File: src/rtl/mac_accum.sv
// Streaming signed multiply-accumulate with saturation; emits one wide result per frame.
// Optional macro MAC_ACCUM_OVF_FLAG_EN enables the sticky per-frame saturation flag on m_ovf.
module mac_accum #(
  parameter int W      = 24,
  parameter int ACCW   = 48,
  parameter int MAXLEN = 256,
  localparam int CW    = $clog2(MAXLEN) + 1
) (
  input  logic                   clk,
  input  logic                   rst,
  input  logic                   s_valid,
  output logic                   s_ready,
  input  logic signed [W-1:0]    s_a,
  input  logic signed [W-1:0]    s_b,
  input  logic                   s_last,
  output logic                   m_valid,
  input  logic                   m_ready,
  output logic signed [ACCW-1:0] m_data,
  output logic [CW-1:0]          m_count,
  output logic                   m_ovf
);

  typedef enum logic [1:0] {st_acc, st_drain, st_hold} state_t;

  localparam logic signed [ACCW-1:0] ACC_MAX = {1'b0, {(ACCW-1){1'b1}}};
  localparam logic signed [ACCW-1:0] ACC_MIN = {1'b1, {(ACCW-1){1'b0}}};

  state_t                 state_reg, state_next;
  logic [CW-1:0]          cnt_reg;
  logic [CW-1:0]          cnt_inc;
  logic signed [2*W-1:0]  p_reg;
  logic                   p_vld_reg;
  logic                   p_last_reg;
  logic signed [ACCW-1:0] acc_reg;
  logic signed [ACCW-1:0] acc_next;
  logic signed [ACCW-1:0] p_ext;
  logic signed [ACCW:0]   sum;
  logic                   sat_ovf;
  logic                   accept;
  logic                   close_beat;
  logic                   emit;
  logic                   m_valid_reg;
  logic signed [ACCW-1:0] m_data_reg;
  logic [CW-1:0]          m_count_reg;

  assign accept     = s_valid & s_ready;
  assign cnt_inc    = cnt_reg + 1'b1;
  assign close_beat = s_last | (cnt_inc == CW'(MAXLEN));

  // One guard bit above the accumulator exposes signed overflow as sum[ACCW] != sum[ACCW-1].
  assign p_ext   = ACCW'(p_reg);
  assign sum     = {acc_reg[ACCW-1], acc_reg} + {p_ext[ACCW-1], p_ext};
  assign sat_ovf = p_vld_reg & (sum[ACCW] ^ sum[ACCW-1]);

  always_comb begin
    acc_next = acc_reg;
    if (p_vld_reg) begin
      if (sat_ovf) acc_next = sum[ACCW] ? ACC_MIN : ACC_MAX;
      else         acc_next = sum[ACCW-1:0];
    end
  end

  always_comb begin
    state_next = state_reg;
    s_ready    = 1'b0;
    emit       = 1'b0;
    case (state_reg)
      st_acc: begin
        s_ready = ~rst;
        if (accept && close_beat) state_next = st_drain;
      end
      st_drain: begin
        if (p_vld_reg && p_last_reg) begin
          emit       = 1'b1;
          state_next = st_hold;
        end
      end
      st_hold: begin
        if (m_ready) state_next = st_acc;
      end
      default: state_next = st_acc;
    endcase
  end

  always_ff @(posedge clk) begin
    if (rst) begin
      state_reg   <= st_acc;
      cnt_reg     <= '0;
      p_reg       <= '0;
      p_vld_reg   <= 1'b0;
      p_last_reg  <= 1'b0;
      acc_reg     <= '0;
      m_valid_reg <= 1'b0;
      m_data_reg  <= '0;
      m_count_reg <= '0;
    end else begin
      state_reg <= state_next;
      p_vld_reg <= accept;
      if (accept) begin
        p_reg      <= (2*W)'(s_a) * (2*W)'(s_b);
        p_last_reg <= close_beat;
        cnt_reg    <= cnt_inc;
      end
      if (emit) begin
        // The final product folds straight into the result; the frame state restarts.
        m_data_reg  <= acc_next;
        m_count_reg <= cnt_reg;
        m_valid_reg <= 1'b1;
        acc_reg     <= '0;
        cnt_reg     <= '0;
      end else begin
        acc_reg <= acc_next;
      end
      if (state_reg == st_hold && m_ready) m_valid_reg <= 1'b0;
    end
  end

`ifdef MAC_ACCUM_OVF_FLAG_EN
  logic ovf_reg;
  logic m_ovf_reg;

  always_ff @(posedge clk) begin
    if (rst) begin
      ovf_reg   <= 1'b0;
      m_ovf_reg <= 1'b0;
    end else if (emit) begin
      m_ovf_reg <= ovf_reg | sat_ovf;
      ovf_reg   <= 1'b0;
    end else if (sat_ovf) begin
      ovf_reg <= 1'b1;
    end
  end

  assign m_ovf = m_ovf_reg;
`else
  assign m_ovf = 1'b0;
`endif

  assign m_valid = m_valid_reg;
  assign m_data  = m_data_reg;
  assign m_count = m_count_reg;

endmodule
File: config.mk
export PLATFORM = sky130hd
export DESIGN_NAME = mac_accum
export DESIGN_NICKNAME = d
export VERILOG_FILES = /design/src/rtl/mac_accum.sv
export SDC_FILE = /design/constraint.sdc
export NUM_CORES = 2
export LEC_CHECK = 0
export ABC_AREA = 0
export CAP_MARGIN = 10
export CORE_MARGIN = 4
export CORE_UTILIZATION = 43
export CTS_CLUSTER_SIZE = 20
export DETAILED_ROUTE_END_ITERATION = 6
export DONT_BUFFER_PORTS = 1
export GPL_TIMING_DRIVEN = 0
export PLACE_DENSITY = 0.65
export RECOVER_POWER = 50
export SYNTH_ARGS = -nofsm -noshare
export SYNTH_HDL_FRONTEND = slang
export SYNTH_SLANG_ARGS = --single-unit
File: constraint.sdc
create_clock -name clk -period 12 [get_ports clk]
set_clock_uncertainty 0.05 [all_clocks]
set_input_delay 3 -clock clk [delete_from_list [all_inputs] [get_ports clk]]
set_output_delay 3 -clock clk [all_outputs]
set_load 0.01 [all_outputs]
== Yosys cells after proc, flatten, opt, wreduce, memory -nomap -nowiden ==
Index checks and enable logic that the tools add are counted.

* Output and inout bits: 60
* Logic and storage cells: 40
* Bits of input ports: 53
* Register bits: 167

* Reductions and logical operators: 7
* Add/subtract/negate cells: 2
* Bitwise gates (word level): 5
* Equal/unequal tests: 6
* Mux-type cells: 10
* Multipliers: 1

{| class="wikitable"
|+ Operator list
! kind !! number
|-
| 48-bit 2-to-1 mux || 3
|-
| 48-bit by 48-bit adder with 49-bit output || 1
|-
| 24-bit by 24-bit multiplier with 48-bit output || 1
|-
| 9-bit by 1-bit adder with 9-bit output (second input constant) || 1
|-
| 9-bit equality test (second input constant) || 1
|-
| 2-bit 2-to-1 mux || 3
|-
| 2-bit != test (second input constant) || 3
|-
| 2-bit case mux with 3 select lines || 1
|-
| 2-bit OR reduction || 2
|-
| 1-bit logical AND || 3
|-
| 1-bit 2-to-1 mux || 3
|-
| 3-bit AND reduction || 1
|-
| 1-bit AND || 2
|-
| 2-bit by 1-bit equality test with 1-bit output (second input constant) || 1
|-
| 2-bit equality test (second input constant) || 1
|-
| 2-bit logical NOT || 1
|-
| 1-bit inverter || 1
|-
| 1-bit OR || 1
|-
| 1-bit bitwise XOR || 1
|}

== Longest topological paths before layout ==
* Depth after elaboration: 6
* Mapped depth: 28
* Gate-level depth less buffers: 26

== Least setup slack after synthesis ==
Ideal clock, no wire load.

* Kind: input -> register
* From: input s_a[23]
* To: register p_reg[46], in the netlist p_ext[46]
* Setup time: 0.122 ns
* Data arrival time: 9.380 ns
* Slack: 2.448 ns
* Path buffers: 2
* Data required time: 11.828 ns
* Stages: 26
* Cell sequence: clkbuf_1 nand2_1 inv_1 fa_1 inv_1 fa_1 fa_1 inv_1 fa_1 fa_1 fa_1 inv_1 fa_1 inv_1 ha_1 clkbuf_1 nand3_1 nor2_1 nand3_1 nor4b_1 o311ai_1 a31oi_2 a31oi_1 o21ai_1 mux2i_1 a311o_1

* Longest elaborated chain between the ends: 1

{| class="wikitable"
|+ RTL lines
! item !! RTL line !! source
|-
| start: declaration || 13 || <nowiki>input logic signed [W-1:0] s_a,</nowiki>
|-
| 24-bit by 24-bit multiplier with 48-bit output || 100 || <nowiki>p_reg <= (2*W)'(s_a) * (2*W)'(s_b);</nowiki>
|-
| end signal: assignment || 100 ||
|-
| end: declaration || 31 || <nowiki>logic signed [2*W-1:0] p_reg;</nowiki>
|}

Every way passes these cells.
A chain may end at the register's enable or synchronous reset.

== Worst setup path after layout ==
* From: input s_b[1]
* To: register p_reg[46], in the netlist p_ext[46]

* Longest elaborated chain between the ends: 1

{| class="wikitable"
|+ RTL lines
! item !! RTL line !! source
|-
| start: declaration || 14 || <nowiki>input logic signed [W-1:0] s_b,</nowiki>
|-
| 24-bit by 24-bit multiplier with 48-bit output || 100 ||
|}

Every way passes these cells.

==> flow_metrics.tcl <==
set metrics [dict create \
    status "finished, final reports clean" \
    hold_viol_final 0 \
    syn_to_final_growth_pct 5.89 \
    critPathMaxFanout 10 \
    drv_cap 0 \
    start_kind "input pin" \
    die_area_um2 73800 \
    cts_setup_buffers 0 \
    highest_layer "met4" \
    nets 4249 \
    path_common_cell "fa_1" \
    routed_wl_mm 91.4 \
    dr_total_vias 23600 \
    finalSetupViolCount 0 \
    die_y_um 272 \
    synth_compound_area_frac 0.112 \
    drc 0 \
    num_rows 96 \
    yosys-top-cells-count "624 x inv_1, 608 x fa_1, 395 x nand2_1, 285 x and2_1, 194 x a21oi_1" \
    synth-seq-cells 167 \
    cp_slowest_cell "clkbuf_1" \
    hold_buffers 0 \
    synth_cells 3385 \
    synth-xor-area-share 0.0293 \
    clock.fmax_mhz 93.0 \
    yosysMostFrequentCell "inv_1" \
    yosys.area.top_type_share 0.407 \
    ys_async_sr_fraction 0 \
    fin_cells 4352 \
    hp-class "reg -> reg" \
    h-tree-depth 4 \
    netlist_top_cells_area "fa_1 41%, dfxtp_1 11%, inv_1 7.8%" \
    drt-initial-drc-count 1774 \
    finalCritPeriodShare 0.896 \
    synth_top_area_cell "fa_1" \
    grt_max_degree 17 \
    hpwl_mm 76.5 \
    cts_resized 0 \
    drive_gt1_frac 0.0211 \
    clk-insertion-delay-late_ps 440 \
    worstRegToRegCells 13 \
    synthSimpleGateAreaFrac 0.158 \
    dp_cells 4316 \
    ys_types 74 \
    antenna_found_initial 4 \
    path_cells "clkbuf_1 > and2_1 > fa_1 > fa_1 > inv_1 > fa_1 > fa_1 > inv_1 > fa_1 > fa_1 > fa_1 > ha_1 > clkbuf_1 > nand3_1 > nor2_1 > nand3_1 > nor4b_1 > o311ai_1 > a31oi_2 > a31oi_1 > o21ai_1 > mux2i_1 > a311o_1" \
    routabilityCongestion 0.996 \
    synth_flop_cell "dfxtp_1" \
    synth_edf_count 0 \
    antenna_left 0 \
    ios 113 \
    wl_met3_mm 7.07 \
    yosys_warnings 0 \
    max_slew_margin 0.220 \
    path_clk_slew_ps 70 \
    grt_pass1_wl_mm 141 \
    critPathKind "in -> reg" \
    cp.required_ps 12270 \
    finalSetupTns_ps 0 \
    finalMaxSlewViolations 0 \
    worst_pin_slew_ps 1140 \
    grt_usage 0.249 \
    syn_nets 4230 \
    min_period_ps 10750 \
    critPathCaptureType "flop" \
    syn_area_per_cell_um2 8.83 \
    core_um2 68700 \
    cts_tree "done" \
    port_buffers 0 \
    synth_mux_area_frac 0.00172 \
    cts_root_buffer "clkbuf_16" \
    met2_length_mm 42.6 \
    synth_top_family_by_area "adder cells" \
    fin_util 0.461 \
    globalRouteOverflowTotal 0 \
    wl_met1_mm 36.2 \
    ys_seq_area_frac 0.112 \
    netlist_area_um2 29900 \
    initial_core_util 0.435 \
    cpPeakStageDelay_ps 680 \
    die_w_um 272 \
    holdPathStages 2 \
    clk_path_buf_depth 2 \
    avgViaCountPerCell 5.42 \
    wl_per_cell_um 21.0 \
    rsz0062_at_grt "no" \
    first_pass_iters 5 \
    cts_made_buffers 17 \
    cp.arrival_ps 11020 \
    grt_pass1_vias 24200 \
    synth_fa_ha_area_frac 0.484 \
    cts.sinks 167 \
]
## per-layer routing
| layer | GRT usage | vias to the layer above |
|---|---|---|
| met5 | 0 | - |
| met4 | 0.121 | 0 |
| met3 | 0.0405 | 226 |
| met2 | 0.401 | 944 |
| met1 | 0.327 | 11900 |
| li1 | - | 10500 |
## kinds of logic (layout without fill, tap and decap cells)
group,Yosys count,after routing
AO/OA/AOI/OAI,561,561
XOR/XNOR,100,100
adder cells (fa/ha/maj),792,792
buffers and inverters,801,832
flip-flops,167,167
multiplexers,5,5
other,1,6
AND/OR/NAND/NOR,958,958
## worst paths after layout
check / to / slack (ps) / startpoint
hold reg to reg: p_ext[0]$_SDFFE_PP0P_ / 420 / p_ext[0]$_SDFFE_PP0P_
hold / removal: p_ext[0]$_SDFFE_PP0P_ / 420 / p_ext[0]$_SDFFE_PP0P_
setup / recovery: p_ext[46]$_SDFFE_PP0P_ / 1250 / s_b[1]
setup reg to reg: acc_reg[44]$_SDFF_PP0_ / 7150 / p_ext[17]$_SDFFE_PP0P_
## through the flow
step,hold slack [ps],setup slack [ps],cell area [um2]
finish,422,1250,31700
global route,450,827,31600
CTS,419,1330,31700
detailed placement,410,897,31100
global placement,396,905,31100
floorplan,386,2450,29900
## area by class of cell
class,count,area (um2)
inverter,625,2350
clock inverter,10,143
sequential,167,3340
fill,6804,37000
multi-input combinational,2417,23500
clock buffer,21,460
antenna,5,12.5
tap,931,1160
buffer,176,709
## placed cells by master (no fill, tap or decap), types with 7 or more instances in the layout
master and instances:
dfxtp_1 167, o211ai_1 11, inv_1 624, clkbuf_1 156
fa_1 608, nor4_1 7, nor2_1 75, a211oi_1 12
buf_2 12, clkbuf_16 17, a21oi_2 10, a211o_1 9
a21oi_1 194, and3_1 16, xnor2_1 55, nand2b_1 20
nand4_1 17, nand2_1 396, o31ai_1 9, o21a_1 13
a31oi_1 15, and2_1 285, or3_1 9, nand3_1 72
nor3_1 22, o21ai_0 182, ha_1 184, o21bai_1 17
nor2b_1 21, xor2_1 45, a21o_1 43
## critical path: cells and delay by family
family	cells	cell delay, ps
AO/OA/AOI/OAI	5	1490
adder cells (fa/ha/maj)	8	3950
buffers and inverters	4	1080
multiplexers	1	100
AND/OR/NAND/NOR	5	1390
Power is not shown: default switching activity piles up to over one toggle a cycle in this logic, so the estimate is an artifact.
